### src/rtl/lut_fn_pkg.sv
// lut_fn_engine shared types.
// Sweep FSM states and the default truth table.
package lut_fn_pkg;

  typedef enum logic [1:0] {
    IDLE,
    SWEEP,
    FLUSH
  } state_t;

  // F=0 only at 0,1,2,8,10,12,14
  localparam logic [15:0] DEF_TT = 16'hAAF8;

endpackage

### src/rtl/lut_fn_outslot.sv
// One-entry ready/valid output register.
// Holds {f, idx, last} stable until the consumer takes it.
module lut_fn_outslot #(
  parameter int W = 4
) (
  input  logic         clk,
  input  logic         rst_n,
  input  logic         load,
  input  logic         f,
  input  logic [W-1:0] idx,
  input  logic         last,
  input  logic         out_ready,
  output logic         out_valid,
  output logic         out_f,
  output logic [W-1:0] out_idx,
  output logic         out_last,
  output logic         free
);

  assign free = !out_valid || out_ready;

  // load a new beat, or retire the current one when it is taken
  always_ff @(posedge clk or negedge rst_n) begin
    if (!rst_n) begin
      out_valid <= 1'b0;
      out_f     <= 1'b0;
      out_idx   <= '0;
      out_last  <= 1'b0;
    end else if (load) begin
      out_valid <= 1'b1;
      out_f     <= f;
      out_idx   <= idx;
      out_last  <= last;
    end else if (out_ready) begin
      out_valid <= 1'b0;
    end
  end

endmodule

### src/rtl/lut_fn_engine.sv
// Truth-table function unit with single eval and full sweep.
// Results leave through a one-entry ready/valid slot.
module lut_fn_engine
  import lut_fn_pkg::*;
#(
  parameter int N_IN = 4,
  parameter logic [2**N_IN-1:0] INIT_TT = (2**N_IN)'(DEF_TT)
) (
  input  logic              clk,
  input  logic              rst_n,
  input  logic              tt_we,
  input  logic [2**N_IN-1:0] tt_wdata,
  input  logic              in_valid,
  input  logic [N_IN-1:0]   in_vec,
  output logic              in_ready,
  input  logic              start,
  output logic              busy,
  output logic              out_valid,
  input  logic              out_ready,
  output logic              out_f,
  output logic [N_IN-1:0]   out_idx,
  output logic              out_last,
  output logic              done,
  output logic [N_IN:0]     ones_cnt
);

  localparam int TT_W = 2**N_IN;
  localparam logic [N_IN:0] LAST = (N_IN+1)'(TT_W-1);
  localparam logic [N_IN:0] ONE  = (N_IN+1)'(1);

  state_t            state, state_n;
  logic [TT_W-1:0]   tt;
  logic [N_IN:0]     idx, idx_n;
  logic [N_IN:0]     acc, acc_n;
  logic              load, ld_f, ld_last, fin, free;
  logic [N_IN-1:0]   ld_idx;

  assign busy     = (state != IDLE);
  assign in_ready = (state == IDLE) && !start && free;

  lut_fn_outslot #(.W(N_IN)) u_slot (
    .clk       (clk),
    .rst_n     (rst_n),
    .load      (load),
    .f         (ld_f),
    .idx       (ld_idx),
    .last      (ld_last),
    .out_ready (out_ready),
    .out_valid (out_valid),
    .out_f     (out_f),
    .out_idx   (out_idx),
    .out_last  (out_last),
    .free      (free)
  );

  // next state, sweep counters and slot load
  always_comb begin
    state_n = state;
    idx_n   = idx;
    acc_n   = acc;
    load    = 1'b0;
    ld_f    = 1'b0;
    ld_idx  = '0;
    ld_last = 1'b0;
    fin     = 1'b0;
    unique case (state)
      IDLE: begin
        if (start) begin
          state_n = SWEEP;
          idx_n   = '0;
          acc_n   = '0;
        end else if (in_valid && free) begin
          load   = 1'b1;
          ld_f   = tt[in_vec];
          ld_idx = in_vec;
        end
      end
      SWEEP: begin
        if (free) begin
          load    = 1'b1;
          ld_f    = tt[idx[N_IN-1:0]];
          ld_idx  = idx[N_IN-1:0];
          ld_last = (idx == LAST);
          acc_n   = acc + (N_IN+1)'(ld_f);
          idx_n   = idx + ONE;
          if (idx == LAST) state_n = FLUSH;
        end
      end
      FLUSH: begin
        if (out_valid && out_ready && out_last) begin
          state_n = IDLE;
          fin     = 1'b1;
        end
      end
      default: state_n = IDLE;
    endcase
  end

  // FSM, counters, table and result registers
  always_ff @(posedge clk or negedge rst_n) begin
    if (!rst_n) begin
      state    <= IDLE;
      idx      <= '0;
      acc      <= '0;
      tt       <= INIT_TT;
      done     <= 1'b0;
      ones_cnt <= '0;
    end else begin
      state <= state_n;
      idx   <= idx_n;
      acc   <= acc_n;
      done  <= fin;
      if (tt_we && state == IDLE) tt <= tt_wdata;
      if (fin) ones_cnt <= acc;
    end
  end

endmodule

### config.mk
export PLATFORM = sky130hd
export DESIGN_NAME = lut_fn_engine
export DESIGN_NICKNAME = d
export VERILOG_FILES = /design/src/rtl/lut_fn_pkg.sv /design/src/rtl/lut_fn_outslot.sv /design/src/rtl/lut_fn_engine.sv
export SDC_FILE = /design/constraint.sdc
export NUM_CORES = 1
export LEC_CHECK = 0
export ABC_CLOCK_PERIOD_IN_PS = 2580
export BUFFER_PORTS_ARGS = -buffer_cell sky130_fd_sc_hd__buf_2
export CAP_MARGIN = 20
export CELL_PAD_IN_SITES_DETAIL_PLACEMENT = 1
export CELL_PAD_IN_SITES_GLOBAL_PLACEMENT = 1
export CORE_ASPECT_RATIO = 0.7
export CORE_MARGIN = 2
export CORE_UTILIZATION = 30
export CTS_CLUSTER_DIAMETER = 100
export DETAILED_ROUTE_END_ITERATION = 16
export MAX_ROUTING_LAYER = met4
export PLACE_DENSITY = 0.55
export SLEW_MARGIN = 10
export SYNTH_ARGS = -nofsm -noshare
export SYNTH_HDL_FRONTEND = slang
export SYNTH_SLANG_ARGS = --single-unit
### constraint.sdc
create_clock -name clk -period 2.58 [get_ports clk]
set_input_delay 0.516 -clock clk [delete_from_list [all_inputs] [get_ports clk]]
set_output_delay 0.516 -clock clk [all_outputs]
set_load 0.005 [all_outputs]
==> results.md <==
Finish:
- The multi-input combinational cells in the finished layout cover a total of ~900 µm².
- The share of cells above drive strength 1 is between 40% and 50%.
- The number of nets in the finished design is around 230.
- Compared with the post-synthesis result, the final layout area differs by 16.5%.
- Summing all flip-flop and latch instances after layout gives roughly 0.0010 mm².
- 0 antenna diodes ended up in the layout.
- For this run, the share of the core covered by cells in the final layout is 35.7%.
- The final-layout fill cell count is 750.

Pwr:
- The worst supply voltage drop on vdd is ~0.3 mV.
- The power density normalized to cell area is about 1000 mW/mm².
- The cell leakage power is between 1 and 1.5 nW.

Floorplanning:
- In this run the standard cell core region covers between 0.006 and 0.007 mm².
- During I/O placement, the number of pins put on the boundary was 41.
- The floorplan step set the die height to 73.2 µm.
- The die covers 0.00752 mm².
- Once the floorplan was initialized, standard cells occupied between 30% and 40% of the core.
- The floorplan step set the die width to 103 µm.
- The number of cell rows is 25.

Synth:
- The number of synthesized flops with an enable pin is 0.
- The post-synthesis instance area is a little over 0.002 mm².
- Synthesis produced a netlist whose cell count is roughly 160.
- The synthesized area per cell is between 10 and 15 µm².
- The leading register cell type out of synthesis is sky130_fd_sc_hd__dfrtp_1.
- The simple-gate share of the synthesized area is about an eighth.
- sky130_fd_sc_hd__dfrtp_1 takes more of the synthesized area than any other cell.
- After synthesis the netlist holds a flip-flop and latch count of 41.
- Of the post-synthesis cell area, the part taken by muxes is between 20% and 30%.
- Summing the areas of all fa, ha and maj instances in the mapped netlist gives about 2.4% of the synthesized area.
- After synthesis, the largest family of logic cells by area is multiplexers.
- Of the post-synthesis cell area, the dominant cell type holds between 30 and 40%.
- Counting every net in the synthesized netlist gives 192.
- During synthesis, Yosys emitted a total of 0 warnings.
- Sequential cells were found to cover 50.6% of the synthesized design area.
- Ranked by total cell area, the synthesized netlist is headed by sky130_fd_sc_hd__dfrtp_1, sky130_fd_sc_hd__dfstp_2, sky130_fd_sc_hd__mux2_2.
- The count of cell types in the netlist is 32.
- After Yosys synthesis, XOR and XNOR cells account for ~2.1% of the synthesized area.
- The proportion of register bits with asynchronous set or reset after synthesis is between 90% and 100%.
- The compound-cell area share of the yosys netlist is about 7.4%.

Outcome:
- The run finished with clean final reports.

Critical path:
- In this run the worst path has a maximum fanout of 8.
- The kind of start point of the critical path is a register.
- Together, buffers and inverters on the worst path number 1.
- The worst-path cell with the longest stage delay is sky130_fd_sc_hd__mux4_2.
- The worst setup path is of the reg -> reg kind.
- The family of cells with the greatest summed delay on the critical path is simple AND/OR/NAND/NOR gates.
- The required time of the worst setup path is approximately 2800 ps.
- The instance count on the critical path is 10.
- The number of cells on the worst reg-to-reg path is 10.
- In this design, the stage delay of the slowest critical-path cell is approximately 540 ps.
- The worst setup path is captured at a register.
- STA puts the critical path data arrival time at around 2500 ps.
- The signal on the critical path passes through mux4_2 -> nand3b_1 -> and4_1 -> inv_1 -> ha_1 -> ha_1 -> and2_1 -> nand4_1 -> xor2_1 -> nor2_1.
- By instance count, the cell type seen most on the critical path is sky130_fd_sc_hd__ha_1.

GRT:
- The via count of the first global-routing pass is 1,588.
- The wire length of the first global-routing pass is ~8300 µm.
- The initial antenna violation count was 0.
- The remaining global-route overflow is 0.
- Entering global routing, the biggest net connects 42 pins.
- For this run, the total global-route usage over all layers was measured as ~15%.

STA:
- The post-route setup TNS is 0 ps.
- Measured against its own limit, the worst slew margin works out to between 30% and 40%.
- At the pin with the least slew margin, the transition time is ~930 ps.
- After layout, the worst path uses between 90% and 100% of the clock period.
- Derived from the worst setup path, the maximum achievable clock frequency is 424 MHz.
- The count of pins over their slew limit came to 0.
- Setup repair after global routing left no endpoint under its margin.
- The worst clock skew on the final layout is about 7.0 ps.
- After layout, the minimum clock period comes to 2360 ps.
- The final hold violation count came to 0.
- Setup violations remaining at the end of the flow were counted as 0.

Placement:
- The weighted congestion reported at the end of routability-driven placement is roughly 0.73.
- Detailed placement ended at an HPWL of between 3000 and 4000 µm.
- The count of buffers inserted at the top-level ports is 40.

Detailed routing:
- After detailed routing, the average wire length per cell comes to between 15 and 20 µm.
- The number of remaining DRC errors is 0.
- The detailed-route via count is roughly 1,400.
- The first detailed-routing pass ran for 4 iterations.
- Once detail routing completed, the nets flagged for antenna violations numbered 0.
- After the first detailed-routing iteration, the DRC count stood at slightly below 60.
- Summed over all layers, the routed wires come to 4760 µm.
- After detailed routing, the number of vias per cell comes to about 4.8.

Min path:
- The class of the tightest hold or removal check is in -> async.

Clocking:
- Clock latency on the worst-skew pair, taken at its later pin, is around 290 ps.
- The clock passes through at most 2 buffers.
- Clock tree synthesis inserted a total of 5 buffers.
- The clock slew at the register clock pins of the worst setup and hold paths is around 80 ps.
- The clock net in this run drives a total of between 40 and 50 sinks.
- The tree is rooted in a sky130_fd_sc_hd__clkbuf_8.
- TritonCTS built the clock tree.
- The number of buffers inserted for hold repair after clock tree synthesis is 0.
- The CTS H-tree depth is 2.

Flow run:
- Max-cap violations in this run came to 0.
## power by group
part | leakage [nW] | internal [W] | switching, W
combinational | 0.559 | 0.000460 | 0.000314
clock | 0.0450 | 0.000188 | 0.000220
sequential | 0.501 | 0.000918 | 0.000232
## final timing paths
path	start	endpoint	slack, ps
max	idx[2]	acc[4]	220
min reg2reg	u_slot.out_idx[0]	u_slot.out_idx[0]	480
max reg2reg	idx[2]	acc[4]	220
min	rst_n	idx[1]	360
min in group clk	tt_wdata[8]	tt[8]	450
max in group asynchronous	rst_n	idx[2]	1590
## cells by family (layout without fill, tap and decap cells)
kind of cell / after synthesis / after routing
compound gates: 21 / 21
simple gates: 47 / 47
flops: 41 / 41
mux: 31 / 31
buf+inv: 13 / 53
fa+ha+maj: 4 / 4
xor+xnor: 5 / 5
## layout make-up
type	instances	share of cell area, %
Clock buffer	6	3.04
Clock inverter	2	0.419
Inverter	3	0.471
Multi-Input combinational cell	108	38.7
Sequential cell	41	43.5
Tap cell	94	4.92
Timing Repair Buffer	42	9.01
## Yosys cell counts (all sizes together) (5+ instances only)
cell type and n:
mux4 7, o21ai 5, dfstp 9, dfrtp 32, xor2 5, mux2 21, buf 8, and2 5
nand2 9, a22o 7, nor2 12
## state kept, by name, indices dropped and copies added, names as in the netlist
register / cells
acc: 5
done: 1
idx: 5
ones_cnt: 5
state: 2
tt: 16
u_slot.out_f: 1
u_slot.out_idx: 4
u_slot.out_last: 1
u_slot.out_valid: 1
## repair_timing
item,4_1_cts,5_1_grt
endpoints found under the setup margin,0,1
gates resized for setup,0,1
setup buffers,0,0
## per-stage QoR
stage,worst slack [ps],power (W),cell area (µm²),hold slack [ps],std cells
after floorplan,411,0.00171,2050,220,162
after global placement,221,0.00190,2300,455,288
after detailed placement,101,0.00196,2300,465,288
after CTS,80.9,0.00238,2390,403,296
after global routing,30.5,0.00253,2390,428,296
final,221,0.00233,2390,363,296
## layout by cell type, fill, tap and decap left out, types with 5 or more instances in the layout
cell type,netlist,final
sky130_fd_sc_hd__dfrtp_1,32,31
sky130_fd_sc_hd__buf_2,2,40
sky130_fd_sc_hd__and2_1,5,5
sky130_fd_sc_hd__xor2_1,5,5
sky130_fd_sc_hd__mux4_2,7,7
sky130_fd_sc_hd__a22o_1,7,7
sky130_fd_sc_hd__clkbuf_8,0,5
sky130_fd_sc_hd__dfstp_2,9,9
sky130_fd_sc_hd__nand2_1,9,9
sky130_fd_sc_hd__o21ai_0,5,5
sky130_fd_sc_hd__mux2_2,21,21
sky130_fd_sc_hd__nor2_1,12,12
## routing by layer
metal,vias up,wire length (µm),GRT usage [%]
met4,0,57,3.95
met1,728,2400,21.2
met2,39,2100,21.6
li1,662,-,-
met5,-,0,-
met3,5,199,2.97
## worst register-to-register path: stages (launching register included)
cell and delay, ps:
sky130_fd_sc_hd__dfrtp_2 500, sky130_fd_sc_hd__mux4_2 540, sky130_fd_sc_hd__nand3b_1 100, sky130_fd_sc_hd__and4_1 230
sky130_fd_sc_hd__inv_1 60, sky130_fd_sc_hd__ha_1 180, sky130_fd_sc_hd__ha_1 190, sky130_fd_sc_hd__and2_1 150
sky130_fd_sc_hd__nand4_1 100, sky130_fd_sc_hd__xor2_1 150, sky130_fd_sc_hd__nor2_1 50
(Power assumes the default switching activity.)
